[config.mk]
export PLATFORM = sky130hd
export DESIGN_NAME = rename_operand_fetch_flat
export DESIGN_NICKNAME = d
export VERILOG_FILES = /design/src/rtl/rename_operand_fetch_pkg.sv /design/src/rtl/rename_operand_fetch_if.sv /design/src/rtl/rename_operand_fetch_src_resolve.sv /design/src/rtl/rename_operand_fetch.sv /design/src/flat_wrapper.sv
export SDC_FILE = /design/constraint.sdc
export NUM_CORES = 1
export LEC_CHECK = 0
export BUFFER_PORTS_ARGS = -buffer_cell sky130_fd_sc_hd__buf_2
export CORE_AREA = 8 8 215 217
export DETAILED_ROUTE_END_ITERATION = 16
export DIE_AREA = 0 0 223 225
export GPL_TIMING_DRIVEN = 0
export RECOVER_POWER = 25
export SYNTH_ARGS = -nofsm -noshare
export SYNTH_HDL_FRONTEND = slang
export SYNTH_SLANG_ARGS = --single-unit
[constraint.sdc]
create_clock -name clk -period 5.3 [get_ports clk]
set_clock_uncertainty 0.1 [all_clocks]
set_input_delay 0.265 -clock clk [delete_from_list [all_inputs] [get_ports clk]]
set_output_delay 0.265 -clock clk [all_outputs]
set_load 0.01 [all_outputs]
[src/rtl/rename_operand_fetch_pkg.sv]
// rtl/rename_operand_fetch_pkg.sv - shared widths, operand/slot structs and CDB lookup for operand fetch
package rename_operand_fetch_pkg;

    localparam int ISSUE_W               = 2;
    localparam int NSRC                  = 2;
    localparam int XLEN                  = 32;
    localparam int CDB_N                 = 2;
    localparam int ROB_SIZE_CLOG         = 4;
    localparam int SRC_LEN               = 6;
    localparam int RAT_RENAME_DATA_WIDTH = 6;

    typedef struct packed {
        logic                     rdy;
        logic [ROB_SIZE_CLOG-1:0] tag;
        logic [XLEN-1:0]          data;
    } opf_src_t;

    typedef struct packed {
        logic                     val;
        logic [ROB_SIZE_CLOG-1:0] robid;
        opf_src_t [NSRC-1:0]      src;
    } opf_slot_t;

    typedef struct packed {
        logic            hit;
        logic [XLEN-1:0] data;
    } cdb_hit_t;

    // Scans from the highest port down so the lowest matching port wins.
    function automatic cdb_hit_t cdb_lookup(
        input logic [ROB_SIZE_CLOG-1:0]       tag,
        input logic [CDB_N-1:0]               val,
        input logic [CDB_N*ROB_SIZE_CLOG-1:0] robid,
        input logic [CDB_N*XLEN-1:0]          data
    );
        cdb_hit_t r;
        r = '0;
        for (int k = CDB_N - 1; k >= 0; k--) begin
            if (val[k] && robid[k*ROB_SIZE_CLOG +: ROB_SIZE_CLOG] == tag) begin
                r.hit  = 1'b1;
                r.data = data[k*XLEN +: XLEN];
            end
        end
        return r;
    endfunction

endpackage

[src/rtl/rename_operand_fetch_if.sv]
// rtl/rename_operand_fetch_if.sv - RAT-side, register-read, CDB and dispatch signals of operand fetch
interface rename_operand_fetch_if;
    import rename_operand_fetch_pkg::*;

    logic [ISSUE_W-1:0]                            instr_val_ar;
    logic [ISSUE_W*NSRC*RAT_RENAME_DATA_WIDTH-1:0] src_renamed_ar;
    logic [ISSUE_W*NSRC-1:0]                       src_data_type_ar;
    logic [ISSUE_W*ROB_SIZE_CLOG-1:0]              robid_is;
    logic                                          ar_ready;
    logic [ISSUE_W*NSRC*SRC_LEN-1:0]               prf_raddr;
    logic [ISSUE_W*NSRC*XLEN-1:0]                  prf_rdata;
    logic [ISSUE_W*NSRC*ROB_SIZE_CLOG-1:0]         rob_raddr;
    logic [ISSUE_W*NSRC-1:0]                       rob_rdone;
    logic [ISSUE_W*NSRC*XLEN-1:0]                  rob_rdata;
    logic [CDB_N-1:0]                              cdb_val;
    logic [CDB_N*ROB_SIZE_CLOG-1:0]                cdb_robid;
    logic [CDB_N*XLEN-1:0]                         cdb_data;
    logic                                          branch_clear_id;
    logic [ISSUE_W-1:0]                            ds_val;
    logic                                          ds_ready;
    logic [ISSUE_W*NSRC-1:0]                       ds_src_rdy;
    logic [ISSUE_W*NSRC*XLEN-1:0]                  ds_src_data;
    logic [ISSUE_W*NSRC*ROB_SIZE_CLOG-1:0]         ds_src_tag;
    logic [ISSUE_W*ROB_SIZE_CLOG-1:0]              ds_robid;

    modport slave (
        input  instr_val_ar, src_renamed_ar, src_data_type_ar, robid_is,
        input  prf_rdata, rob_rdone, rob_rdata, cdb_val, cdb_robid, cdb_data,
        input  branch_clear_id, ds_ready,
        output ar_ready, prf_raddr, rob_raddr,
        output ds_val, ds_src_rdy, ds_src_data, ds_src_tag, ds_robid
    );

    modport master (
        output instr_val_ar, src_renamed_ar, src_data_type_ar, robid_is,
        output prf_rdata, rob_rdone, rob_rdata, cdb_val, cdb_robid, cdb_data,
        output branch_clear_id, ds_ready,
        input  ar_ready, prf_raddr, rob_raddr,
        input  ds_val, ds_src_rdy, ds_src_data, ds_src_tag, ds_robid
    );

endinterface

[src/rtl/rename_operand_fetch_src_resolve.sv]
// rtl/rename_operand_fetch_src_resolve.sv - opf_src_resolve: one source's x0/PRF/CDB/ROB priority mux
module opf_src_resolve
    import rename_operand_fetch_pkg::*;
(
    input  logic                             typ,
    input  logic [RAT_RENAME_DATA_WIDTH-1:0] tag,
    input  logic [XLEN-1:0]                  prf_rdata,
    input  logic                             rob_rdone,
    input  logic [XLEN-1:0]                  rob_rdata,
    input  logic [CDB_N-1:0]                 cdb_val,
    input  logic [CDB_N*ROB_SIZE_CLOG-1:0]   cdb_robid,
    input  logic [CDB_N*XLEN-1:0]            cdb_data,
    output opf_src_t                         src
);

    cdb_hit_t hit;

    always_comb begin
        hit      = cdb_lookup(tag[ROB_SIZE_CLOG-1:0], cdb_val, cdb_robid, cdb_data);
        src      = '0;
        src.tag  = tag[ROB_SIZE_CLOG-1:0];
        if (typ) begin
            src.rdy  = 1'b1;
            src.data = (tag[SRC_LEN-1:0] == '0) ? '0 : prf_rdata;
        end else if (hit.hit) begin
            src.rdy  = 1'b1;
            src.data = hit.data;
        end else if (rob_rdone) begin
            src.rdy  = 1'b1;
            src.data = rob_rdata;
        end
    end

endmodule

[src/rtl/rename_operand_fetch.sv]
// rtl/rename_operand_fetch.sv - operand fetch stage register after the RAT
// OPFETCH_HOLD_SNOOP_EN: held pending sources pick up CDB results while stalled.
module rename_operand_fetch
    import rename_operand_fetch_pkg::*;
(
    input  logic                  clk,
    input  logic                  rst,
    rename_operand_fetch_if.slave bus
);

    opf_slot_t [ISSUE_W-1:0]      slots_q, slots_d, cap;
    opf_src_t  [ISSUE_W*NSRC-1:0] res;
    logic                         occ, accept;

    assign occ          = |{slots_q[1].val, slots_q[0].val};
    assign bus.ar_ready = ~occ | bus.ds_ready;
    assign accept       = bus.ar_ready & (|bus.instr_val_ar);

    always_comb begin
        bus.prf_raddr = '0;
        bus.rob_raddr = '0;
        for (int n = 0; n < ISSUE_W*NSRC; n++) begin
            bus.prf_raddr[n*SRC_LEN +: SRC_LEN] =
                bus.src_renamed_ar[n*RAT_RENAME_DATA_WIDTH +: SRC_LEN];
            bus.rob_raddr[n*ROB_SIZE_CLOG +: ROB_SIZE_CLOG] =
                bus.src_renamed_ar[n*RAT_RENAME_DATA_WIDTH +: ROB_SIZE_CLOG];
        end
    end

    for (genvar n = 0; n < ISSUE_W*NSRC; n++) begin : g_res
        opf_src_resolve u_res (
            .typ       (bus.src_data_type_ar[n]),
            .tag       (bus.src_renamed_ar[n*RAT_RENAME_DATA_WIDTH +: RAT_RENAME_DATA_WIDTH]),
            .prf_rdata (bus.prf_rdata[n*XLEN +: XLEN]),
            .rob_rdone (bus.rob_rdone[n]),
            .rob_rdata (bus.rob_rdata[n*XLEN +: XLEN]),
            .cdb_val   (bus.cdb_val),
            .cdb_robid (bus.cdb_robid),
            .cdb_data  (bus.cdb_data),
            .src       (res[n])
        );
    end

    // Invalid slots capture all-zero so downstream never sees stale fields.
    always_comb begin
        cap = '0;
        for (int i = 0; i < ISSUE_W; i++) begin
            if (bus.instr_val_ar[i]) begin
                cap[i].val   = 1'b1;
                cap[i].robid = bus.robid_is[i*ROB_SIZE_CLOG +: ROB_SIZE_CLOG];
                for (int j = 0; j < NSRC; j++) begin
                    cap[i].src[j] = res[i*NSRC+j];
                end
            end
        end
    end

    always_comb begin
`ifdef OPFETCH_HOLD_SNOOP_EN
        cdb_hit_t h;
`endif
        slots_d = slots_q;
`ifdef OPFETCH_HOLD_SNOOP_EN
        h = '0;
        if (occ && !bus.ds_ready) begin
            for (int i = 0; i < ISSUE_W; i++) begin
                for (int j = 0; j < NSRC; j++) begin
                    h = cdb_lookup(slots_q[i].src[j].tag, bus.cdb_val, bus.cdb_robid, bus.cdb_data);
                    if (slots_q[i].val && !slots_q[i].src[j].rdy && h.hit) begin
                        slots_d[i].src[j].rdy  = 1'b1;
                        slots_d[i].src[j].data = h.data;
                    end
                end
            end
        end
`endif
        if (accept) begin
            slots_d = cap;
        end else if (occ && bus.ds_ready) begin
            for (int i = 0; i < ISSUE_W; i++) slots_d[i].val = 1'b0;
        end
        // Flush overrides both accept and hold.
        if (bus.branch_clear_id) begin
            for (int i = 0; i < ISSUE_W; i++) slots_d[i].val = 1'b0;
        end
    end

    always_ff @(posedge clk or posedge rst) begin
        if (rst) slots_q <= '0;
        else     slots_q <= slots_d;
    end

    always_comb begin
        bus.ds_val      = '0;
        bus.ds_src_rdy  = '0;
        bus.ds_src_data = '0;
        bus.ds_src_tag  = '0;
        bus.ds_robid    = '0;
        for (int i = 0; i < ISSUE_W; i++) begin
            bus.ds_val[i]                                   = slots_q[i].val;
            bus.ds_robid[i*ROB_SIZE_CLOG +: ROB_SIZE_CLOG]  = slots_q[i].robid;
            for (int j = 0; j < NSRC; j++) begin
                bus.ds_src_rdy[i*NSRC+j]                                   = slots_q[i].src[j].rdy;
                bus.ds_src_data[(i*NSRC+j)*XLEN +: XLEN]                   = slots_q[i].src[j].data;
                bus.ds_src_tag[(i*NSRC+j)*ROB_SIZE_CLOG +: ROB_SIZE_CLOG]  = slots_q[i].src[j].tag;
            end
        end
    end

endmodule

[src/flat_wrapper.sv]
// flat-port wrapper written by rule: the top's interface ports become plain ports
module rename_operand_fetch_flat import rename_operand_fetch_pkg::*;
  (clk, rst, bus_instr_val_ar, bus_src_renamed_ar, bus_src_data_type_ar, bus_robid_is, bus_prf_rdata, bus_rob_rdone, bus_rob_rdata, bus_cdb_val, bus_cdb_robid, bus_cdb_data, bus_branch_clear_id, bus_ds_ready, bus_ar_ready, bus_prf_raddr, bus_rob_raddr, bus_ds_val, bus_ds_src_rdy, bus_ds_src_data, bus_ds_src_tag, bus_ds_robid);
  rename_operand_fetch_if bus_i ();
  input  logic clk;
  input  logic rst;
  input wire logic [$bits(bus_i.instr_val_ar)-1:0] bus_instr_val_ar;
  input wire logic [$bits(bus_i.src_renamed_ar)-1:0] bus_src_renamed_ar;
  input wire logic [$bits(bus_i.src_data_type_ar)-1:0] bus_src_data_type_ar;
  input wire logic [$bits(bus_i.robid_is)-1:0] bus_robid_is;
  input wire logic [$bits(bus_i.prf_rdata)-1:0] bus_prf_rdata;
  input wire logic [$bits(bus_i.rob_rdone)-1:0] bus_rob_rdone;
  input wire logic [$bits(bus_i.rob_rdata)-1:0] bus_rob_rdata;
  input wire logic [$bits(bus_i.cdb_val)-1:0] bus_cdb_val;
  input wire logic [$bits(bus_i.cdb_robid)-1:0] bus_cdb_robid;
  input wire logic [$bits(bus_i.cdb_data)-1:0] bus_cdb_data;
  input wire logic [$bits(bus_i.branch_clear_id)-1:0] bus_branch_clear_id;
  input wire logic [$bits(bus_i.ds_ready)-1:0] bus_ds_ready;
  output wire logic [$bits(bus_i.ar_ready)-1:0] bus_ar_ready;
  output wire logic [$bits(bus_i.prf_raddr)-1:0] bus_prf_raddr;
  output wire logic [$bits(bus_i.rob_raddr)-1:0] bus_rob_raddr;
  output wire logic [$bits(bus_i.ds_val)-1:0] bus_ds_val;
  output wire logic [$bits(bus_i.ds_src_rdy)-1:0] bus_ds_src_rdy;
  output wire logic [$bits(bus_i.ds_src_data)-1:0] bus_ds_src_data;
  output wire logic [$bits(bus_i.ds_src_tag)-1:0] bus_ds_src_tag;
  output wire logic [$bits(bus_i.ds_robid)-1:0] bus_ds_robid;
  assign bus_i.instr_val_ar = bus_instr_val_ar;
  assign bus_i.src_renamed_ar = bus_src_renamed_ar;
  assign bus_i.src_data_type_ar = bus_src_data_type_ar;
  assign bus_i.robid_is = bus_robid_is;
  assign bus_i.prf_rdata = bus_prf_rdata;
  assign bus_i.rob_rdone = bus_rob_rdone;
  assign bus_i.rob_rdata = bus_rob_rdata;
  assign bus_i.cdb_val = bus_cdb_val;
  assign bus_i.cdb_robid = bus_cdb_robid;
  assign bus_i.cdb_data = bus_cdb_data;
  assign bus_i.branch_clear_id = bus_branch_clear_id;
  assign bus_i.ds_ready = bus_ds_ready;
  assign bus_ar_ready = bus_i.ar_ready;
  assign bus_prf_raddr = bus_i.prf_raddr;
  assign bus_rob_raddr = bus_i.rob_raddr;
  assign bus_ds_val = bus_i.ds_val;
  assign bus_ds_src_rdy = bus_i.ds_src_rdy;
  assign bus_ds_src_data = bus_i.ds_src_data;
  assign bus_ds_src_tag = bus_i.ds_src_tag;
  assign bus_ds_robid = bus_i.ds_robid;
  rename_operand_fetch u_core (.clk(clk), .rst(rst), .bus(bus_i));
endmodule
==> run metrics <==
status complete, but fails checks; number of synthesized flops with an enable pin 0; initial core utilization 22.2%; synthesis-stage register bit count 158; unrepaired setup endpoints after global routing false; slack of the worst reg-to-reg path roughly 1.4 ns; CP Launch Type primary input; syn_area_per_cell 9.91 um^2; clock sink count 158; largest net degree at the start of global routing 103; Layout Utilization 37.1%; DIE HEIGHT 225 um; Total GRT Usage 25.0%; main combinational cell family by area after synthesis compound AO/OA/AOI/OAI gates; FMAX 0.247 GHz; Synth cell types 43; Fill cells 4,427; Root Driver clkbuf_16; antenna violations before repair 8; failing checks capacitance limit, slew limit; Final Setup Violations 0; Reg-to-Reg Start u_core.bus.ds_val[1]$_DFFE_PP0P_; Resized Gates After CTS 0; Placer Congestion 0.974; DRC 0; H-tree depth 4; Final min period roughly 4 ns; CP Cell Sequence dlygate4sd3_1 -> buf_2 -> o21bai_2 -> o21ai_0 -> buf_2 -> clkbuf_1 -> buf_1 -> a22oi_1 -> o21ai_0 -> dlygate4sd3_1; number of port buffers 571; DR vias about 13,000; slew margin rel. -79.7%; worst setup path startpoint bus_ds_ready; post-synthesis mux area share 6.74%; die width 223 um; Crit path arrival time 4.38 ns; crit path max-delay cell type clkbuf_1; post-synthesis adder-cell area fraction 0%; register area share after synthesis 41.6%; Synth area leader dfrtp_1; worst-skew pair later-pin latency 0.48 ns; Max IR drop VDD approximately 0.22 mV; Synth area leaders dfrtp_1, a22o_1, a221o_1, mux2i_1, a22oi_1; drt first pass iters 5; Synth top area share between 40% and 50%; Post-DRT Antenna Nets 0; Num CTS Buffers 17; Hold Path Depth 3; Avg WL per Cell 27.9 um; DP Worst Slack 1.63 ns; most frequent cells in the layout buf_2, dlygate4sd3_1, dfrtp_1; Synth Area in Compound Gates between 30% and 40%; overall power 4070 uW; vias in the first global route between 10,000 and 15,000; Final nets ~2,200; ys flop type dfrtp_1; vias per std cell 5.37; Final Cycle Share 76.4%; critical path type in2reg; pwr dens roughly 260 nW/um^2; data required time of the critical path 5.63 ns; Routed WL 65.2 mm; Core Rows 76; I/O pin count 575; Simple-Gate Fraction of Synth Area 5.73%; setup slack after layout 1.25 ns; fin. max-slew vios between 150 and 200; fraction of registers with async set/reset 100%; hpwl dp 49.2 mm; share of cells above drive strength 1 35.1%; commonest non-fill, non-tap cell in the layout buf_2; Reg2Reg Depth 6; slowest stage delay, CP 0.79 ns; register clock-pin slew on the reported worst setup and hold paths 0.07 ns; XOR/XNOR Fraction of Synth Area 2.31%; Slew @ Worst Pin 2.68 ns; hold path start bus_rob_rdata[64]; CTS tree yes; Hold/Removal Path Class in2reg; first-pass GRT wire length 92.3 mm; Die ar. 50,200 um^2; Leak Pwr about 0.0076 uW; Hold Slack 0.0442 ns; Post-Syn Nets 1,334; crit path max fanout 10; Ys Warns 0; Hold Crit Endpoint u_core.bus.ds_src_data[64]$_DFFE_PP0N_; max_cap viols 2; Area growth syn-to-layout 66.9%; Congestion Overflow GR 0; Synth Instances 958; Synth Cell Area 9500 um^2; placed insts 2,077; Iteration-0 DRC Markers around 1,200; critical path capture point type flop; R2R Path End u_core.bus.ds_src_data[115]$_DFFE_PP0N_; Clock Tree Buf Depth 2; final cell count without fillers 2,339; final hold vios 0; Placeable Area 42,700 um^2
per-stage QoR:
| stage | instance area (um^2) | TNS (ns) |
|---|---|---|
| after global placement | 13000 | -298.18 |
| after CTS | 15900 | 0 |
| final | 15800 | 0 |
| after detailed placement | 13100 | 0 |
| after global routing | 15800 | 0 |
| after floorplan | 9500 | 0 |
cell usage after synthesis (3+ instances only):
library cell,instances
a21oi_1,34
a221o_1,64
a221oi_1,32
a22o_1,83
a22o_2,3
a22oi_1,64
and2_1,3
buf_1,7
buf_2,14
buf_4,46
buf_6,6
clkbuf_1,58
dfrtp_1,158
inv_1,38
mux2i_1,64
nand2_1,77
nand2b_1,7
nor2_1,3
nor3_1,4
nor4_1,5
o21ai_0,91
o21ai_1,13
o221ai_1,32
or4_1,4
xnor2_1,11
xor2_1,14
timing repair:
action | in CTS | in global routing
setup buffers | 0 | 0
hold buffers | 224 | 0
endpoints found under the hold margin | 194 | 0
cell families (layout without fill, tap and decap cells):
group | Yosys count | in the layout
AO/OA/AOI/OAI | 428 | 428
buffers and inverters | 170 | 999
flip-flops | 158 | 158
AND/OR/NAND/NOR | 113 | 113
multiplexers | 64 | 64
XOR/XNOR | 25 | 25
other | 0 | 6
flip-flops by register name (all words and copies together), names as in the netlist:
| signal | cells |
|---|---|
| u_core.bus.ds_src_data | 128 |
| u_core.bus.ds_robid | 8 |
| u_core.bus.ds_src_rdy | 4 |
| u_core.bus.ds_val | 2 |
| u_core.bus.ds_src_tag | 16 |
layout make-up:
class / count / area [um^2] / share of cell area, %
clock buffers: 19 / 453 / 2.86
multi-input cells: 630 / 4680 / 29.5
repair buffers: 797 / 5050 / 31.8
flip-flops and latches: 158 / 3950 / 24.9
well taps: 546 / 683 / 4.31
plain buffers: 132 / 734 / 4.63
clock inverters: 13 / 139 / 0.876
inverters: 38 / 144 / 0.908
diodes: 6 / 15.0 / 0.0947
worst max path at each step:
stage | slack [ns] | endpoint | cells past startpoint
floorplan | 0.67 | u_core.bus.ds_robid[0]$_DFFE_PP0N_ | 1
global placement | -1.91 | u_core.bus.ds_src_data[2]$_DFFE_PP0N_ | 2
detailed placement | 1.63 | u_core.bus.ds_src_data[24]$_DFFE_PP0N_ | 7
CTS | 1.18 | u_core.bus.ds_src_data[24]$_DFFE_PP0N_ | 10
global route | 0.87 | u_core.bus.ds_src_data[109]$_DFFE_PP0N_ | 4
finish | 1.25 | u_core.bus.ds_src_data[72]$_DFFE_PP0N_ | 10
critical path, delay by kind of cell:
family	cells	cell delay [ns]
compound gates	4	0.88
buf+inv	6	3.22
power by group:
group	switching (uW)	leakage (uW)	internal [uW]	total, uW
logic	702	0.00524	604	1310
registers	103	0.00204	1350	1450
clock network	596	0.000290	719	1310
layer usage:
| metal | vias to the layer above | global-route usage (%) | wire length, um |
|---|---|---|---|
| li1 | 5335 | - | - |
| met1 | 6178 | 29.4 | 25500 |
| met2 | 868 | 41.1 | 30800 |
| met3 | 173 | 8.84 | 6460 |
| met4 | 6 | 10.5 | 2460 |
| met5 | - | 0 | 37 |
Power figures use the tool's default switching activity.
